==> src/rtl/ciclo_lavagem_ctrl_if.sv <==
// Sensor/command inputs and actuator/status outputs of the wash-cycle sequencer.
// The master side feeds the commands and sensors; the slave side is the sequencer.
interface ciclo_lavagem_ctrl_if;
    logic       start;
    logic       door_closed;
    logic       water_full;
    logic       tick;
    logic [7:0] duracao_lavagem;
    logic [2:0] state;
    logic [7:0] remaining;
    logic       water_valve;
    logic       drain_pump;
    logic       motor_wash;
    logic       motor_spin;
    logic       door_lock;
    logic       done;
    logic       paused;
    logic       fault;

    modport master (
        output start, door_closed, water_full, tick, duracao_lavagem,
        input  state, remaining, water_valve, drain_pump,
        input  motor_wash, motor_spin, door_lock, done, paused, fault
    );

    modport slave (
        input  start, door_closed, water_full, tick, duracao_lavagem,
        output state, remaining, water_valve, drain_pump,
        output motor_wash, motor_spin, door_lock, done, paused, fault
    );
endinterface

==> src/rtl/ciclo_lavagem_ctrl.sv <==
// Wash-cycle sequencer: fill, wash, drain and spin phases timed in ticks,
// with door-open pause/resume and a sticky fill-timeout fault.
module ciclo_lavagem_ctrl #(
    parameter int DRAIN_TIME   = 10,
    parameter int SPIN_TIME    = 20,
    parameter int FILL_TIMEOUT = 30
) (
    input  logic                  clk,
    input  logic                  reset,
    ciclo_lavagem_ctrl_if.slave   bus
);
    localparam logic [7:0] DT = DRAIN_TIME[7:0];
    localparam logic [7:0] ST = SPIN_TIME[7:0];
    localparam logic [7:0] FT = FILL_TIMEOUT[7:0];

    typedef enum logic [2:0] {
        S_IDLE  = 3'd0,
        S_FILL  = 3'd1,
        S_WASH  = 3'd2,
        S_DRAIN = 3'd3,
        S_SPIN  = 3'd4,
        S_DONE  = 3'd5,
        S_PAUSE = 3'd6,
        S_ERROR = 3'd7
    } st_t;

    st_t        st, st_n;
    st_t        saved, saved_n;
    logic [7:0] cnt, cnt_n;
    logic [7:0] wash_len, len_n;

    always_ff @(posedge clk or posedge reset) begin
        if (reset) begin
            st       <= S_IDLE;
            saved    <= S_IDLE;
            cnt      <= 8'd0;
            wash_len <= 8'd0;
        end else begin
            st       <= st_n;
            saved    <= saved_n;
            cnt      <= cnt_n;
            wash_len <= len_n;
        end
    end

    always_comb begin
        st_n    = st;
        saved_n = saved;
        cnt_n   = cnt;
        len_n   = wash_len;
        case (st)
            S_IDLE: begin
                if (bus.start && bus.door_closed) begin
                    len_n = bus.duracao_lavagem;
                    st_n  = S_FILL;
                    cnt_n = FT;
                end
            end
            S_FILL, S_WASH, S_DRAIN, S_SPIN: begin
                // door-open beats both water_full and phase completion
                if (!bus.door_closed) begin
                    st_n    = S_PAUSE;
                    saved_n = st;
                end else if (st == S_FILL && bus.water_full) begin
                    st_n  = S_WASH;
                    cnt_n = wash_len;
                end else if (cnt == 8'd0) begin
                    case (st)
                        S_FILL: st_n = S_ERROR;
                        S_WASH: begin
                            st_n  = S_DRAIN;
                            cnt_n = DT;
                        end
                        S_DRAIN: begin
                            st_n  = S_SPIN;
                            cnt_n = ST;
                        end
                        default: begin
                            st_n  = S_DONE;
                            cnt_n = 8'd0;
                        end
                    endcase
                end else if (bus.tick) begin
                    cnt_n = cnt - 8'd1;
                end
            end
            S_DONE: begin
                if (!bus.door_closed) st_n = S_IDLE;
            end
            S_PAUSE: begin
                if (bus.start && bus.door_closed) st_n = saved;
            end
            default: ;
        endcase
    end

    always_comb begin
        bus.water_valve = 1'b0;
        bus.drain_pump  = 1'b0;
        bus.motor_wash  = 1'b0;
        bus.motor_spin  = 1'b0;
        bus.door_lock   = 1'b0;
        bus.done        = 1'b0;
        bus.paused      = 1'b0;
        bus.fault       = 1'b0;
        case (st)
            S_FILL: begin
                bus.water_valve = 1'b1;
                bus.door_lock   = 1'b1;
            end
            S_WASH: begin
                bus.motor_wash = 1'b1;
                bus.door_lock  = 1'b1;
            end
            S_DRAIN: begin
                bus.drain_pump = 1'b1;
                bus.door_lock  = 1'b1;
            end
            S_SPIN: begin
                bus.motor_spin = 1'b1;
                bus.drain_pump = 1'b1;
                bus.door_lock  = 1'b1;
            end
            S_DONE:  bus.done = 1'b1;
            S_PAUSE: bus.paused = 1'b1;
            S_ERROR: begin
                bus.fault      = 1'b1;
                bus.drain_pump = 1'b1;
            end
            default: ;
        endcase
    end

    assign bus.state     = st;
    assign bus.remaining = cnt;
endmodule

==> src/flat_wrapper.sv <==
// flat-port wrapper written by rule: the top's interface ports become plain ports
module ciclo_lavagem_ctrl_flat 
#(
    parameter int DRAIN_TIME   = 10,
    parameter int SPIN_TIME    = 20,
    parameter int FILL_TIMEOUT = 30
)
  (clk, reset, bus_start, bus_door_closed, bus_water_full, bus_tick, bus_duracao_lavagem, bus_state, bus_remaining, bus_water_valve, bus_drain_pump, bus_motor_wash, bus_motor_spin, bus_door_lock, bus_done, bus_paused, bus_fault);
  ciclo_lavagem_ctrl_if bus_i ();
  input  logic clk;
  input  logic reset;
  input wire logic [$bits(bus_i.start)-1:0] bus_start;
  input wire logic [$bits(bus_i.door_closed)-1:0] bus_door_closed;
  input wire logic [$bits(bus_i.water_full)-1:0] bus_water_full;
  input wire logic [$bits(bus_i.tick)-1:0] bus_tick;
  input wire logic [$bits(bus_i.duracao_lavagem)-1:0] bus_duracao_lavagem;
  output wire logic [$bits(bus_i.state)-1:0] bus_state;
  output wire logic [$bits(bus_i.remaining)-1:0] bus_remaining;
  output wire logic [$bits(bus_i.water_valve)-1:0] bus_water_valve;
  output wire logic [$bits(bus_i.drain_pump)-1:0] bus_drain_pump;
  output wire logic [$bits(bus_i.motor_wash)-1:0] bus_motor_wash;
  output wire logic [$bits(bus_i.motor_spin)-1:0] bus_motor_spin;
  output wire logic [$bits(bus_i.door_lock)-1:0] bus_door_lock;
  output wire logic [$bits(bus_i.done)-1:0] bus_done;
  output wire logic [$bits(bus_i.paused)-1:0] bus_paused;
  output wire logic [$bits(bus_i.fault)-1:0] bus_fault;
  assign bus_i.start = bus_start;
  assign bus_i.door_closed = bus_door_closed;
  assign bus_i.water_full = bus_water_full;
  assign bus_i.tick = bus_tick;
  assign bus_i.duracao_lavagem = bus_duracao_lavagem;
  assign bus_state = bus_i.state;
  assign bus_remaining = bus_i.remaining;
  assign bus_water_valve = bus_i.water_valve;
  assign bus_drain_pump = bus_i.drain_pump;
  assign bus_motor_wash = bus_i.motor_wash;
  assign bus_motor_spin = bus_i.motor_spin;
  assign bus_door_lock = bus_i.door_lock;
  assign bus_done = bus_i.done;
  assign bus_paused = bus_i.paused;
  assign bus_fault = bus_i.fault;
  ciclo_lavagem_ctrl #(.DRAIN_TIME(DRAIN_TIME), .SPIN_TIME(SPIN_TIME), .FILL_TIMEOUT(FILL_TIMEOUT)) u_core (.clk(clk), .reset(reset), .bus(bus_i));
endmodule
==> config.mk <==
export PLATFORM = sky130hd
export DESIGN_NAME = ciclo_lavagem_ctrl_flat
export DESIGN_NICKNAME = d
export VERILOG_FILES = /design/src/rtl/ciclo_lavagem_ctrl_if.sv /design/src/rtl/ciclo_lavagem_ctrl.sv /design/src/flat_wrapper.sv
export SDC_FILE = /design/constraint.sdc
export NUM_CORES = 1
export LEC_CHECK = 0
export ABC_AREA = 1
export BUFFER_PORTS_ARGS = -buffer_cell sky130_fd_sc_hd__clkbuf_2
export CAP_MARGIN = 10
export CELL_PAD_IN_SITES_DETAIL_PLACEMENT = 1
export CELL_PAD_IN_SITES_GLOBAL_PLACEMENT = 2
export CORE_UTILIZATION = 29
export CTS_CLUSTER_SIZE = 30
export DETAILED_ROUTE_END_ITERATION = 6
export PLACE_DENSITY = 0.75
export SYNTH_ARGS = -nofsm -noshare
export SYNTH_HDL_FRONTEND = slang
export SYNTH_SLANG_ARGS = --single-unit
==> constraint.sdc <==
create_clock -name clk -period 1.8 [get_ports clk]
set_clock_uncertainty 0.15 [all_clocks]
set_input_delay 0.09 -clock clk [delete_from_list [all_inputs] [get_ports clk]]
set_output_delay 0.09 -clock clk [all_outputs]
set_load 0.005 [all_outputs]
==> impl_table.tex <==
\begin{tabular}{lr}
\hline
Metric & Value \\
\hline
\multicolumn{2}{l}{\textbf{Final layout}} \\
Core occupancy in the finished layout & 41.19\% \\
Post-route design area & 0.001984 mm² \\
Final layout net count & 295 \\
Inserted Diodes & 0 \\
Most common cell after layout, fill and taps aside & sky130\_fd\_sc\_hd\_\_nand2\_1 \\
Top library cells by usage in the layout, fill and taps aside & 95 x sky130\_fd\_sc\_hd\_\_nand2\_1, 32 x sky130\_fd\_sc\_hd\_\_clkbuf\_2, 20 x sky130\_fd\_sc\_hd\_\_dfrtp\_1 \\
Filler Cells Inserted & 653 \\
Synth-to-layout area growth & 33.73\% \\
Fraction of layout cells with a size suffix above 1 & 30.32\% \\
\multicolumn{2}{l}{\textbf{Critical path}} \\
Launching instance or port of the critical path & u\_core.bus.remaining[0] \\
Setup crit end & u\_core.bus.remaining[4] \\
Worst EP required & 1810 ps \\
Setup crit start kind & flop \\
Worst r2r dst & u\_core.bus.remaining[4] \\
Worst R2R Start & u\_core.bus.remaining[0] \\
Maximum fanout along the worst path & 5 \\
Dominant cell type by count on the critical path & sky130\_fd\_sc\_hd\_\_nand2\_1 \\
Max stage delay on crit path & 390 ps \\
Category of the most critical setup path & flop to flop \\
Reg2Reg Setup Slack & 40 ps \\
Type of destination of the critical path & flop \\
Arrival time reported for the critical path endpoint & 1780 ps \\
Cell chain of the critical path & inv\_2 > ha\_4 > nand2\_1 > nor2\_1 > nand2\_2 > buf\_4 > nand2\_1 > nand2\_1 > nand2\_1 > nand3\_1 > nand2\_1 > nand2\_1 \\
Worst r2r path cells & 12 \\
Slowest cell on crit path & sky130\_fd\_sc\_hd\_\_dfrtp\_1 \\
\multicolumn{2}{l}{\textbf{Yosys}} \\
Post-Synthesis Cells & 220 \\
Net count after synthesis & 236 \\
Yosys warns & 0 \\
Number of synthesized register bits & 22 \\
Syn avg cell area & 6.745 µm² \\
Sequential element share of the synthesized area & 37.10\% \\
Synth Cell Area & 0.001484 mm² \\
Netlist cell types & 28 \\
\multicolumn{2}{l}{\textbf{Clock tree}} \\
Worst-path clk slew & 80 ps \\
CTS Buf Count & 3 \\
Htree depth & 1 \\
Clock latency on the worst-skew pair & 260 ps \\
Clock Path Buffers & 2 \\
Clock sinks & 22 \\
Root Buffer & sky130\_fd\_sc\_hd\_\_clkbuf\_8 \\
Clock tree from TritonCTS & done \\
\multicolumn{2}{l}{\textbf{Routing}} \\
Count of vias placed by the detailed router & 1536 \\
Via-per-instance ratio & 4.465 \\
WL final & 4277 µm \\
Antenna-violating nets left & 0 \\
DRC violation count after routing & 0 \\
Count of routing violations after the opening detailed-route iteration & 59 \\
TritonRoute pass-1 iters & 4 \\
WL per Instance & 12.43 µm \\
\multicolumn{2}{l}{\textbf{Timing}} \\
Tightest Pin Transition & 296.7 ps \\
Final Hold Viols & 0 \\
Slew Limit Headroom & 80.22\% \\
Period utilization & 98.04\% \\
Maximum clock frequency & 0.5667 GHz \\
Setup violators final & 0 \\
Final count of pins violating max slew & 0 \\
Final worst hold slack & 136.5 ps \\
Time the worst path needs with I/O delays and setup & 1765 ps \\
\multicolumn{2}{l}{\textbf{Global route}} \\
Total Routing Usage GR & 16.95\% \\
Global-route wire length before repair & 6975 µm \\
Maximum number of pins on one net before global-route repair & 23 \\
Number of antenna violations at the first check in global routing & 0 \\
Grt total ovfl & 0 \\
Vias in the first global route & 1438 \\
\multicolumn{2}{l}{\textbf{Pwr}} \\
Power Dens Cells & 1737 mW/mm² \\
Leak Pwr & 1.079 nW \\
Maximum vdd drop & 0.4779 mV \\
\multicolumn{2}{l}{\textbf{Die}} \\
Num ports & 33 \\
Area of the core & 0.004817 mm² \\
Floorplan die height & 73.54 µm \\
X dimension of the die & 73.54 µm \\
Die outline area & 0.005407 mm² \\
Row Count & 25 \\
Effective utilization at floorplan & 30.81\% \\
\multicolumn{2}{l}{\textbf{Worst hold path}} \\
Hold Path Class & primary input to flop \\
\multicolumn{2}{l}{\textbf{Placement}} \\
Post-placement cell area & 0.001784 mm² \\
DP Wirelength & 3389 µm \\
PortBufs & 32 \\
Routability congestion estimate from global placement & 0.7833 \\
\multicolumn{2}{l}{\textbf{Outcome}} \\
Status & completed \\
\multicolumn{2}{l}{\textbf{Job}} \\
Count of max-cap constraint violations & 0 \\
\hline
\end{tabular}
==> routing by layer <==
metal  part of all wire (%)  global-route usage, %
met5                      0                      0
met4                    1.4                  5.128
met3                    2.1                  2.195
met2                     43                  24.87
met1                     53                  25.62
==> power by group <==
group	internal, mW	total, mW	leakage [nW]	switching [mW]
sequential	0.721	0.917	0.275	0.196
combinational	0.871	2.22	0.782	1.35
clock	0.150	0.311	0.0216	0.162
==> cells in the mapped netlist <==
master                     instances  share of area [%]
sky130_fd_sc_hd__nor2_2            2               0.84
sky130_fd_sc_hd__a21oi_2           1               0.59
sky130_fd_sc_hd__buf_8             1                1.0
sky130_fd_sc_hd__nor3_2            1               0.67
sky130_fd_sc_hd__nand2_4           3                2.3
sky130_fd_sc_hd__o211ai_1          1               0.51
sky130_fd_sc_hd__a21oi_1           1               0.34
sky130_fd_sc_hd__inv_4             1               0.42
sky130_fd_sc_hd__nand2_1          98                 25
sky130_fd_sc_hd__nand3_2           3                2.0
sky130_fd_sc_hd__nor3_1            1               0.34
sky130_fd_sc_hd__inv_1            21                5.3
sky130_fd_sc_hd__nand3_1          16                5.4
sky130_fd_sc_hd__a21boi_0          1               0.51
sky130_fd_sc_hd__nor2_1           14                3.5
sky130_fd_sc_hd__o21ai_0          10                3.4
sky130_fd_sc_hd__nor2_4            2                1.5
sky130_fd_sc_hd__dfrtp_1          22                 37
sky130_fd_sc_hd__o21ai_1           2               0.67
sky130_fd_sc_hd__buf_6             1               0.76
sky130_fd_sc_hd__xnor2_1           1               0.59
sky130_fd_sc_hd__nand2_2           4                1.7
sky130_fd_sc_hd__a22oi_1           1               0.51
sky130_fd_sc_hd__ha_1              2                1.7
sky130_fd_sc_hd__a211oi_1          1               0.51
sky130_fd_sc_hd__nand4_1           3                1.3
sky130_fd_sc_hd__inv_2             5                1.3
sky130_fd_sc_hd__buf_4             1               0.51
==> stage by stage <==
stage	TNS, ps	cells	power, mW	setup WS [ps]
after floorplan	0	220	2.295	226.7
final	0	344	3.446	35.31
after CTS	0	340	3.350	22.33
after global placement	-317.2	328	3.000	-83.36
after global routing	-75.72	344	3.800	-31.85
after detailed placement	-240.6	328	2.991	-43.53
==> sequential cells by signal, indices dropped and copies added, names as in the netlist <==
signal,flops
u_core.bus.state,3
u_core.saved,3
u_core.wash_len,8
u_core.bus.remaining,8
==> area by class of cell <==
cell class	instances	area, µm²	share of cell area [%]
Clock buffer	3	41.29	2.081
Inverter	27	103.9	5.233
Multi-Input combinational cell	169	839.6	42.31
Sequential cell	22	553.0	27.87
Tap cell	67	83.83	4.224
Timing Repair Buffer	56	362.8	18.29
==> worst max-delay path: cells and delay by family (launching register included) <==
| family | cells | cell delay (ps) |
|---|---|---|
| adder cells (fa/ha/maj) | 1 | 140 |
| buffers and inverters | 2 | 260 |
| flip-flops | 1 | 390 |
| AND/OR/NAND/NOR | 9 | 700 |
==> how the worst min path moves through the flow <==
| stage | slack (ps) | cells after the start | to | startpoint |
|---|---|---|---|---|
| 3_5_place_dp | -20 | 3 | u_core.saved[1] | reset |
| 3_3_place_gp | -30 | 3 | u_core.saved[2] | reset |
| 5_1_grt | 200 | 7 | u_core.bus.remaining[7] | bus_tick |
| 2_1_floorplan | -70 | 1 | u_core.bus.remaining[0] | reset |
| 6_report | 140 | 7 | u_core.bus.remaining[7] | bus_tick |
| 4_1_cts | 130 | 7 | u_core.bus.remaining[7] | bus_tick |
==> repair_timing <==
action	in CTS	in global routing
buffers inserted	0	3
setup endpoints to repair	11	11
hold buffers	9	0
gates resized for setup	2	12
pin swaps	0	5
cloned	0	1
hold endpoints to repair	30	0
==> cell families after synthesis <==
logic type | count (synthesis) | share of synthesized area, %
AND/OR/NAND/NOR | 147 | 44.35
AO/OA/AOI/OAI | 18 | 6.999
XOR/XNOR | 1 | 0.5903
buffers and inverters | 30 | 9.275
flip-flops | 22 | 37.10
adder cells (fa/ha/maj) | 2 | 1.686
(Power assumes the default switching activity.)
